$ cat config.mk
export PLATFORM = sky130hd
export DESIGN_NAME = me_block_scheduler
export DESIGN_NICKNAME = d
export VERILOG_FILES = /design/src/rtl/me_pkg.sv /design/src/rtl/me_result_fifo.sv /design/src/rtl/me_block_scheduler.sv
export SDC_FILE = /design/constraint.sdc
export NUM_CORES = 1
export LEC_CHECK = 0
export BUFFER_PORTS_ARGS = -buffer_cell sky130_fd_sc_hd__buf_2
export CAP_MARGIN = 20
export CORE_MARGIN = 2
export CORE_UTILIZATION = 30
export CTS_CLUSTER_DIAMETER = 40
export CTS_CLUSTER_SIZE = 16
export DETAILED_ROUTE_END_ITERATION = 10
export PLACE_DENSITY = 0.54
export SLEW_MARGIN = 25
export SYNTH_ARGS = -nofsm -noshare
export SYNTH_HDL_FRONTEND = slang
export SYNTH_HIERARCHICAL = 1
export SYNTH_SLANG_ARGS = --single-unit
$ cat constraint.sdc
create_clock -name clk -period 4.67 [get_ports clk]
set_input_delay 0.934 -clock clk [delete_from_list [all_inputs] [get_ports clk]]
set_output_delay 0.934 -clock clk [all_outputs]
set_load 0.05 [all_outputs]
$ cat src/rtl/me_pkg.sv
`default_nettype none
// ----------------------------------------------------------------------------
// me_pkg : shared types and constants for the ME block scheduler
// Revision: 1.0
// ----------------------------------------------------------------------------
package me_pkg;

    typedef enum logic [2:0] {
        ST_IDLE   = 3'd0,
        ST_LAUNCH = 3'd1,
        ST_ARM    = 3'd2,
        ST_RUN    = 3'd3,
        ST_NEXT   = 3'd4,
        ST_DONE   = 3'd5
    } state_t;

    localparam int BLK_COORD_W       = 5;
    localparam int SAD_MAX_W         = 16;
    localparam int DEF_CUR_BLK_BYTES = 64;
    localparam int DEF_REF_BLK_BYTES = 512;

    // SAD field is sized for the widest supported core; narrower MSADs zero-extend.
    typedef struct packed {
        logic [SAD_MAX_W-1:0]   sad;
        logic [BLK_COORD_W-1:0] mv_col;
        logic [BLK_COORD_W-1:0] mv_row;
        logic [BLK_COORD_W-1:0] blk_x;
        logic [BLK_COORD_W-1:0] blk_y;
    } res_rec_t;

endpackage
`default_nettype wire

$ cat src/rtl/me_result_fifo.sv
`default_nettype none
// ----------------------------------------------------------------------------
// me_result_fifo : synchronous FIFO, head entry shown on data_o (DEPTH >= 2,
//                  power of two)
// Revision: 1.0
// ----------------------------------------------------------------------------
module me_result_fifo #(
    parameter int WIDTH = 36,
    parameter int DEPTH = 4
) (
    input  logic                     clk,
    input  logic                     rst,
    input  logic                     push_i,
    input  logic [WIDTH-1:0]         data_i,
    input  logic                     pop_i,
    output logic [WIDTH-1:0]         data_o,
    output logic [$clog2(DEPTH):0]   count_o,
    output logic                     full_o,
    output logic                     empty_o
);
    localparam int AW = $clog2(DEPTH);

    logic [WIDTH-1:0] mem_q [DEPTH];
    logic [AW-1:0]    wr_ptr_q;
    logic [AW-1:0]    rd_ptr_q;
    logic [AW:0]      count_q;
    logic             w_push;
    logic             w_pop;

    assign full_o  = (count_q == (AW+1)'(DEPTH));
    assign empty_o = (count_q == '0);
    assign count_o = count_q;
    assign w_push  = push_i && !full_o;
    assign w_pop   = pop_i && !empty_o;
    // Zero when empty so the reset value of the result outputs is all-zero.
    assign data_o  = empty_o ? '0 : mem_q[rd_ptr_q];

    always_ff @(posedge clk) begin
        if (rst) begin
            wr_ptr_q <= '0;
            rd_ptr_q <= '0;
            count_q  <= '0;
        end else begin
            if (w_push) wr_ptr_q <= wr_ptr_q + AW'(1);
            if (w_pop)  rd_ptr_q <= rd_ptr_q + AW'(1);
            case ({w_push, w_pop})
                2'b10:   count_q <= count_q + (AW+1)'(1);
                2'b01:   count_q <= count_q - (AW+1)'(1);
                default: count_q <= count_q;
            endcase
        end
    end

    always_ff @(posedge clk) begin
        if (w_push) mem_q[wr_ptr_q] <= data_i;
    end

endmodule
`default_nettype wire

$ cat src/rtl/me_block_scheduler.sv
`default_nettype none
// ----------------------------------------------------------------------------
// me_block_scheduler : walks every 8x8 block of a frame through the ME core
//                      and queues each block's MSAD / motion vector
// Revision: 1.0
// ----------------------------------------------------------------------------
module me_block_scheduler
    import me_pkg::*;
#(
    parameter int FRAME_W_BLOCKS = 8,
    parameter int FRAME_H_BLOCKS = 8,
    parameter int CUR_BLK_BYTES  = DEF_CUR_BLK_BYTES,
    parameter int REF_BLK_BYTES  = DEF_REF_BLK_BYTES,
    parameter int SAD_BIT_WIDTH  = 14,
    parameter int RES_DEPTH      = 4,
    parameter int TIMEOUT_CYCLES = 1023
) (
    input  logic                     clk,
    input  logic                     rst,
    input  logic                     start,
    input  logic [31:0]              frame_base_cur,
    input  logic [31:0]              frame_base_ref,
    output logic                     busy,
    output logic                     done,
    output logic                     timeout_err,
    output logic                     me_en,
    output logic [31:0]              blk_cur_base,
    output logic [31:0]              blk_ref_base,
    input  logic                     me_data_valid,
    input  logic [SAD_BIT_WIDTH-1:0] me_msad,
    input  logic [4:0]               me_col,
    input  logic [4:0]               me_row,
    output logic                     res_valid,
    input  logic                     res_ready,
    output logic [SAD_BIT_WIDTH-1:0] res_sad,
    output logic [4:0]               res_mv_col,
    output logic [4:0]               res_mv_row,
    output logic [4:0]               res_blk_x,
    output logic [4:0]               res_blk_y
);
    localparam int TMR_W = $clog2(TIMEOUT_CYCLES + 1);
    localparam int CNT_W = $clog2(RES_DEPTH) + 1;
    localparam logic [BLK_COORD_W-1:0] LAST_X    = BLK_COORD_W'(FRAME_W_BLOCKS - 1);
    localparam logic [BLK_COORD_W-1:0] LAST_Y    = BLK_COORD_W'(FRAME_H_BLOCKS - 1);
    localparam logic [TMR_W-1:0]       TMR_LIMIT = TMR_W'(TIMEOUT_CYCLES);

    state_t                 state_q, state_d;
    logic [BLK_COORD_W-1:0] bx_q, bx_d, by_q, by_d;
    logic [31:0]            base_cur_q, base_cur_d, base_ref_q, base_ref_d;
    logic [31:0]            cur_addr_q, cur_addr_d, ref_addr_q, ref_addr_d;
    logic [31:0]            w_idx;
    logic [TMR_W-1:0]       timer_q, timer_d;
    logic                   me_en_q, me_en_d, tmo_q, tmo_d;
    logic                   w_push, w_pop, w_full, w_empty, w_space;
    logic [CNT_W-1:0]       w_count;
    res_rec_t               w_push_rec, w_head;

    assign w_space = (w_count < CNT_W'(RES_DEPTH));

    always_comb begin
        state_d    = state_q;
        bx_d       = bx_q;
        by_d       = by_q;
        base_cur_d = base_cur_q;
        base_ref_d = base_ref_q;
        timer_d    = timer_q;
        me_en_d    = me_en_q;
        tmo_d      = tmo_q;
        w_push     = 1'b0;
        case (state_q)
            ST_IDLE: begin
                if (start) begin
                    base_cur_d = frame_base_cur;
                    base_ref_d = frame_base_ref;
                    bx_d       = '0;
                    by_d       = '0;
                    tmo_d      = 1'b0;
                    state_d    = ST_LAUNCH;
                end
            end
            ST_LAUNCH: begin
                me_en_d = 1'b0;
                if (w_space) begin
                    me_en_d = 1'b1;
                    timer_d = '0;
                    state_d = ST_ARM;
                end
            end
            ST_ARM, ST_RUN: begin
                timer_d = timer_q + TMR_W'(1);
                if (timer_q == TMR_LIMIT) begin
                    tmo_d   = 1'b1;
                    me_en_d = 1'b0;
                    state_d = ST_DONE;
                end else if (state_q == ST_ARM) begin
                    // data_valid falling is the core's acknowledgement of the launch
                    if (!me_data_valid) state_d = ST_RUN;
                end else if (me_data_valid) begin
                    w_push  = 1'b1;
                    me_en_d = 1'b0;
                    state_d = ST_NEXT;
                end
            end
            ST_NEXT: begin
                me_en_d = 1'b0;
                if (bx_q == LAST_X && by_q == LAST_Y) begin
                    state_d = ST_DONE;
                end else begin
                    if (bx_q == LAST_X) begin
                        bx_d = '0;
                        by_d = by_q + BLK_COORD_W'(1);
                    end else begin
                        bx_d = bx_q + BLK_COORD_W'(1);
                    end
                    state_d = ST_LAUNCH;
                end
            end
            ST_DONE: state_d = ST_IDLE;
            default: state_d = ST_IDLE;
        endcase
    end

    // Addresses track the next-state block so they are already valid on entry to LAUNCH.
    assign w_idx      = 32'(by_d) * 32'(FRAME_W_BLOCKS) + 32'(bx_d);
    assign cur_addr_d = base_cur_d + w_idx * 32'(CUR_BLK_BYTES);
    assign ref_addr_d = base_ref_d + w_idx * 32'(REF_BLK_BYTES);

    always_ff @(posedge clk) begin
        if (rst) begin
            state_q    <= ST_IDLE;
            bx_q       <= '0;
            by_q       <= '0;
            base_cur_q <= '0;
            base_ref_q <= '0;
            cur_addr_q <= '0;
            ref_addr_q <= '0;
            timer_q    <= '0;
            me_en_q    <= 1'b0;
            tmo_q      <= 1'b0;
        end else begin
            state_q    <= state_d;
            bx_q       <= bx_d;
            by_q       <= by_d;
            base_cur_q <= base_cur_d;
            base_ref_q <= base_ref_d;
            cur_addr_q <= cur_addr_d;
            ref_addr_q <= ref_addr_d;
            timer_q    <= timer_d;
            me_en_q    <= me_en_d;
            tmo_q      <= tmo_d;
        end
    end

    always_comb begin
        w_push_rec        = '0;
        w_push_rec.sad    = SAD_MAX_W'(me_msad);
        w_push_rec.mv_col = me_col;
        w_push_rec.mv_row = me_row;
        w_push_rec.blk_x  = bx_q;
        w_push_rec.blk_y  = by_q;
    end

    assign w_pop = !w_empty && res_ready;

    me_result_fifo #(
        .WIDTH ($bits(res_rec_t)),
        .DEPTH (RES_DEPTH)
    ) u_fifo (
        .clk     (clk),
        .rst     (rst),
        .push_i  (w_push && !w_full),
        .data_i  (w_push_rec),
        .pop_i   (w_pop),
        .data_o  (w_head),
        .count_o (w_count),
        .full_o  (w_full),
        .empty_o (w_empty)
    );

    assign busy         = (state_q != ST_IDLE);
    assign done         = (state_q == ST_DONE);
    assign timeout_err  = tmo_q;
    assign me_en        = me_en_q;
    assign blk_cur_base = cur_addr_q;
    assign blk_ref_base = ref_addr_q;
    assign res_valid    = !w_empty;
    assign res_sad      = w_head.sad[SAD_BIT_WIDTH-1:0];
    assign res_mv_col   = w_head.mv_col;
    assign res_mv_row   = w_head.mv_row;
    assign res_blk_x    = w_head.blk_x;
    assign res_blk_y    = w_head.blk_y;

endmodule
`default_nettype wire

# Yosys cells after proc, flatten, opt, wreduce, memory -nomap -nowiden
# Memory sizes are Yosys's and may differ from the RTL's. A register that Yosys moved wholly into a read port is not among the register bits.
# Index checks and enable logic that the tools add are counted.
# op_classes
n_addsub,10
n_lt_le_gt_ge,1
n_eq_ne,18
n_mux,40
n_reduce_logical,19
# op_table
cell,count
$mux W32,4
$mux W34,1
$add A32 B15 Y32,1
$add A32 B18 Y32,1
$mux W5,6
$mux W3,7
$pmux W10 S2,1
$pmux W5 S2,2
$mux W1,12
$pmux W3 S4,1
$add A10 B1 Y10 const B,1
$add A5 B1 Y5 const B,2
$eq A10 B10 Y1 const B,1
$eq A5 B3 Y1 const B,2
$mux W10,1
$add A8 B5 Y9,1
$eq A3 B3 Y1 const B,3
$ne A4 B4 Y1 const B,2
$eq A3 B2 Y1 const B,2
$logic_not A3 Y1,2
$ne A2 B2 Y1 const B,3
$ne A3 B3 Y1 const B,2
$pmux W3 S2,1
$reduce_and A3 Y1,2
other kinds (17),27
# word_totals
register_bits,160
ramBits,136
in_bits,93
out_inout_bits,103
memories,1
# mem_list
memory,depth,word_bits,read_ports,rd_ports_with_merged_regs,wr,line_no,text
u_fifo.mem_q,4,34,1,1,1,me_result_fifo.sv:23,logic [WIDTH-1:0] mem_q [DEPTH];

# Depth between registers and ports, before layout
# depth
word_depth,8
depth_mapped,21

# By module
# Netlist, hierarchy kept.
# by_module_without_submodules
module,n_inst,cells_per_inst,area_each_um2
me_block_scheduler,1,806,7029.2
me_result_fifo,1,282,6037.0

# Worst setup path before layout
# Ideal clock, no wire load.
# synth_timing
path_kind,input -> register
from,in start
to,reg cur_addr_q[16] (netlist: blk_cur_base[16])
setup_time_ps,123
arrival_ps,4783
t_required_ps,4547
path_slack_ps,-237
path_stages,18
path_cell_list,or4b_1 > buf_2 > buf_1 > nand2_1 > mux2i_1 > ha_1 > fa_1 > and3b_1 > and4_1 > a211oi_4 > nor2_4 > xnor2_1 > ha_1 > nor2b_1 > a21oi_2 > a2bb2oi_1 > o31ai_1 > mux2_1
# synth_between
elab_chain_cells,4
elab_cells_between_ends,8
cone_classes,add/sub (2); mux (6)
# synth_rtl
item,line_no,text
from (decl),me_block_scheduler.sv:20,"input logic start,"
$mux W5,me_block_scheduler.sv:72,if (start) begin
$pmux W5 S2,me_block_scheduler.sv:70,case (state_q)
net by_d[0],me_block_scheduler.sv:48,"logic [BLK_COORD_W-1:0] bx_q, bx_d, by_q, by_d;"
$add A8 B5 Y9,me_block_scheduler.sv:124,assign w_idx = 32'(by_d) * 32'(FRAME_W_BLOCKS) + 32'(bx_d);
$add A32 B15 Y32,me_block_scheduler.sv:125,assign cur_addr_d = base_cur_d + w_idx * 32'(CUR_BLK_BYTES);
to (signal assigned),me_block_scheduler.sv:146,cur_addr_q <= cur_addr_d;
to (decl),me_block_scheduler.sv:50,"logic [31:0] cur_addr_q, cur_addr_d, ref_addr_q, ref_addr_d;"
# The timed path passes the listed nets, and every way through them passes these cells.
# A chain may end at the register's enable or synchronous reset.

# Final worst setup path
# layout_timing
from,reg bx_q[1]
to,reg cur_addr_q[24] (netlist: blk_cur_base[24])
# layout_between
elab_chain_cells,6
elab_cells_between_ends,12
cone_classes,add/sub (3); eq/ne (1); mux (7); reduce/logical (1)
# layout_rtl
item,line_no,text
from (decl),me_block_scheduler.sv:48,
from (signal assigned),me_block_scheduler.sv:131,bx_q <= '0;
from (signal assigned),me_block_scheduler.sv:142,bx_q <= bx_d;
$add A5 B1 Y5 / $eq A5 B3 Y1 (equally long branches),"me_block_scheduler.sv:113, me_block_scheduler.sv:106, me_block_scheduler.sv:109",
$mux W5 / $logic_and A1 B1 Y1 (equally long branches),"me_block_scheduler.sv:109, me_block_scheduler.sv:106",
$mux W5 (*),me_block_scheduler.sv:106,if (bx_q == LAST_X && by_q == LAST_Y) begin
$pmux W5 S2 (*),me_block_scheduler.sv:70,
net bx_d[3],me_block_scheduler.sv:48,
$add A8 B5 Y9 (*),me_block_scheduler.sv:124,
$add A32 B15 Y32 (*),me_block_scheduler.sv:125,
# The timed path passes the listed nets; every way through them passes the cells marked *.

==> run metrics <==
outcome=finished, final reports clean; total track usage=0.143; Post-DP Area=0.0144 mm²; Die Span Y=210 µm; layout cells sized above 1=0.306; Nets=1422; CP most frequent cell=ha_1; Crit path required time=5110 ps; post-route setup slack=323 ps; RSZ-0062 raised after global routing=no; DP Wirelength=21400 µm; P&R area growth vs syn=27.0%; clk slew on worst S/H paths=50 ps; critical-path cell list=ha_1 -> nand4bb_1 -> nand2_1 -> nor3_1 -> a31oi_1 -> o21ai_0 -> ha_2 -> fa_2 -> and3b_1 -> and4_1 -> a211oi_4 -> nor2_4 -> xnor2_2 -> ha_1 -> nor2b_2 -> a21oi_4 -> a2bb2oi_1 -> o31ai_1 -> mux2_1; period utilisation layout=0.931; critical path's largest stage delay=380 ps; Final Hold Viols=0; die footprint=0.0442 mm²; R2R depth=19; critical path class=reg -> reg; Pleak=6.44 nW; RePlAce Congestion=0.780; worst-skew pair later-pin latency=580 ps; Starting DRT DRC Count=431; R2R Path Start=bx_q[1]$_SDFF_PP0_; first-pass GRT wire length=49500 µm; Max Slew Vio Count=0; Initial Util=0.304; Post-Synthesis Cells=1075; WP depth=19; GRT Residual Overflow=0; Port Buffers=195; worst-margin pin slew=996 ps; H-tree levels=2; Max VDD drop=0.346 mV; CTS tree=yes; vias in the first global route=9112; Inserted Clock Buffers=52; WHS=451 ps; Avg WL per Cell=16.8 µm; WL final=31600 µm; CP Launch Point=bx_q[1]$_SDFF_PP0_; First-pass DRT Iterations=5; CP max-delay cell=fa_2; max-cap violations=0; routed vias=8874; PwrDens=435 mW/mm²; worst path arrival time=4790 ps; crit start category=flip-flop; Crit Path Max Fanout=7; final worst path period need=4350 ps; Core ar.=0.0419 mm²; fmax=0.230 GHz; Final setup viols=0; design area=0.0162 mm²; Sink Count=283; syn avg cell area=11.9 µm²; number of I/O pins=196; most frequent cells in the layout=buf_2 (194), dfxtp_1 (146), edfxtp_1 (136), nand2_1 (120), nor2_1 (90); standard-cell row count=75; Bufs and invs on worst path=0; Root Buffer=clkbuf_16; Synth Cell Area=0.0128 mm²; Die W=210 µm; most common cell after layout, fill and taps aside=buf_2; Hold Crit Depth=2; crit-path leading delay family=simple AND/OR/NAND/NOR gates; Rel. slew slack=0.335; critical path endpoint category=flip-flop; initial antenna violation count=6; via density per instance=4.71; Hold Crit Class=reg -> reg; Routed Antenna Nets=0; Setup WS pre-CTS=-6.70 ps; largest net degree at the start of global routing=95; Ys Warns=6; CTS Buffer Depth=3; DRC Markers=0; Net Count, Synth=1196; Hold Path Origin=base_cur_q[1]$_SDFFE_PP0P_; post-route clock skew=25.6 ps
==> per-layer routing <==
layer  routed length (µm)  track usage  vias to the layer above
met1                13600        0.172                     4206
met5                   48            0                        -
li1                     -            -                     4368
met3                 2400       0.0515                       65
met2                14700        0.235                      227
met4                  851       0.0523                        8
==> timing repair <==
item,in CTS,in global routing
hold buffers,0,0
resized for setup,0,4
endpoints found under the setup margin,0,14
setup buffers,0,0
==> tightest hold or removal path, delay by kind of cell (launching register included) <==
family,cells,cell delay [ps]
AND/OR/NAND/NOR,1,50
AO/OA/AOI/OAI,1,50
flip-flops,1,300
==> stage by stage <==
stage                     std cells  power [mW]  TNS [ps]  utilization
after CTS                      1884        7.16         0        0.386
after detailed placement       1786        3.37     -10.3        0.344
after floorplan                1075        3.19         0            -
final                          1885        7.05         0        0.386
after global routing           1884        7.33         0        0.386
after global placement         1786        3.37         0        0.344
==> report_power, final <==
group	internal (mW)	switching [mW]	total, mW	leakage, nW
Sequential	2.67	0.0314	2.70	2.44
Combinational	0.191	0.423	0.615	3.14
Clock	2.34	1.39	3.73	0.849
Total	5.21	1.84	7.05	6.44
==> registers in the layout (all words and copies together) (netlist names), named ones only <==
register	flops
timer_q	10
by_q	5
u_fifo/rd_ptr_q	2
bx_q	5
blk_ref_base	23
state_q	3
blk_cur_base	26
u_fifo/mem_q	136
u_fifo/count_o	3
base_ref_q	32
u_fifo/wr_ptr_q	2
timeout_err	1
me_en	1
base_cur_q	32
==> layout make-up <==
type,count,area (µm²)
Clock buffer,62,1380
Antenna cell,1,2.50
Timing Repair Buffer,239,1350
Tap cell,539,674
Fill cell,4027,25700
Multi-Input combinational cell,700,5300
Clock inverter,36,382
Inverter,25,93.8
Sequential cell,283,7030
==> worst paths after layout <==
kind                                 endpoint  slack, ps
setup / recovery  blk_cur_base[24]$_SDFF_PP0_        320
hold / removal     base_cur_q[1]$_SDFFE_PP0P_        450
setup reg to reg  blk_cur_base[24]$_SDFF_PP0_        320
hold reg to reg    base_cur_q[1]$_SDFFE_PP0P_        450
Power figures use the tool's default switching activity.
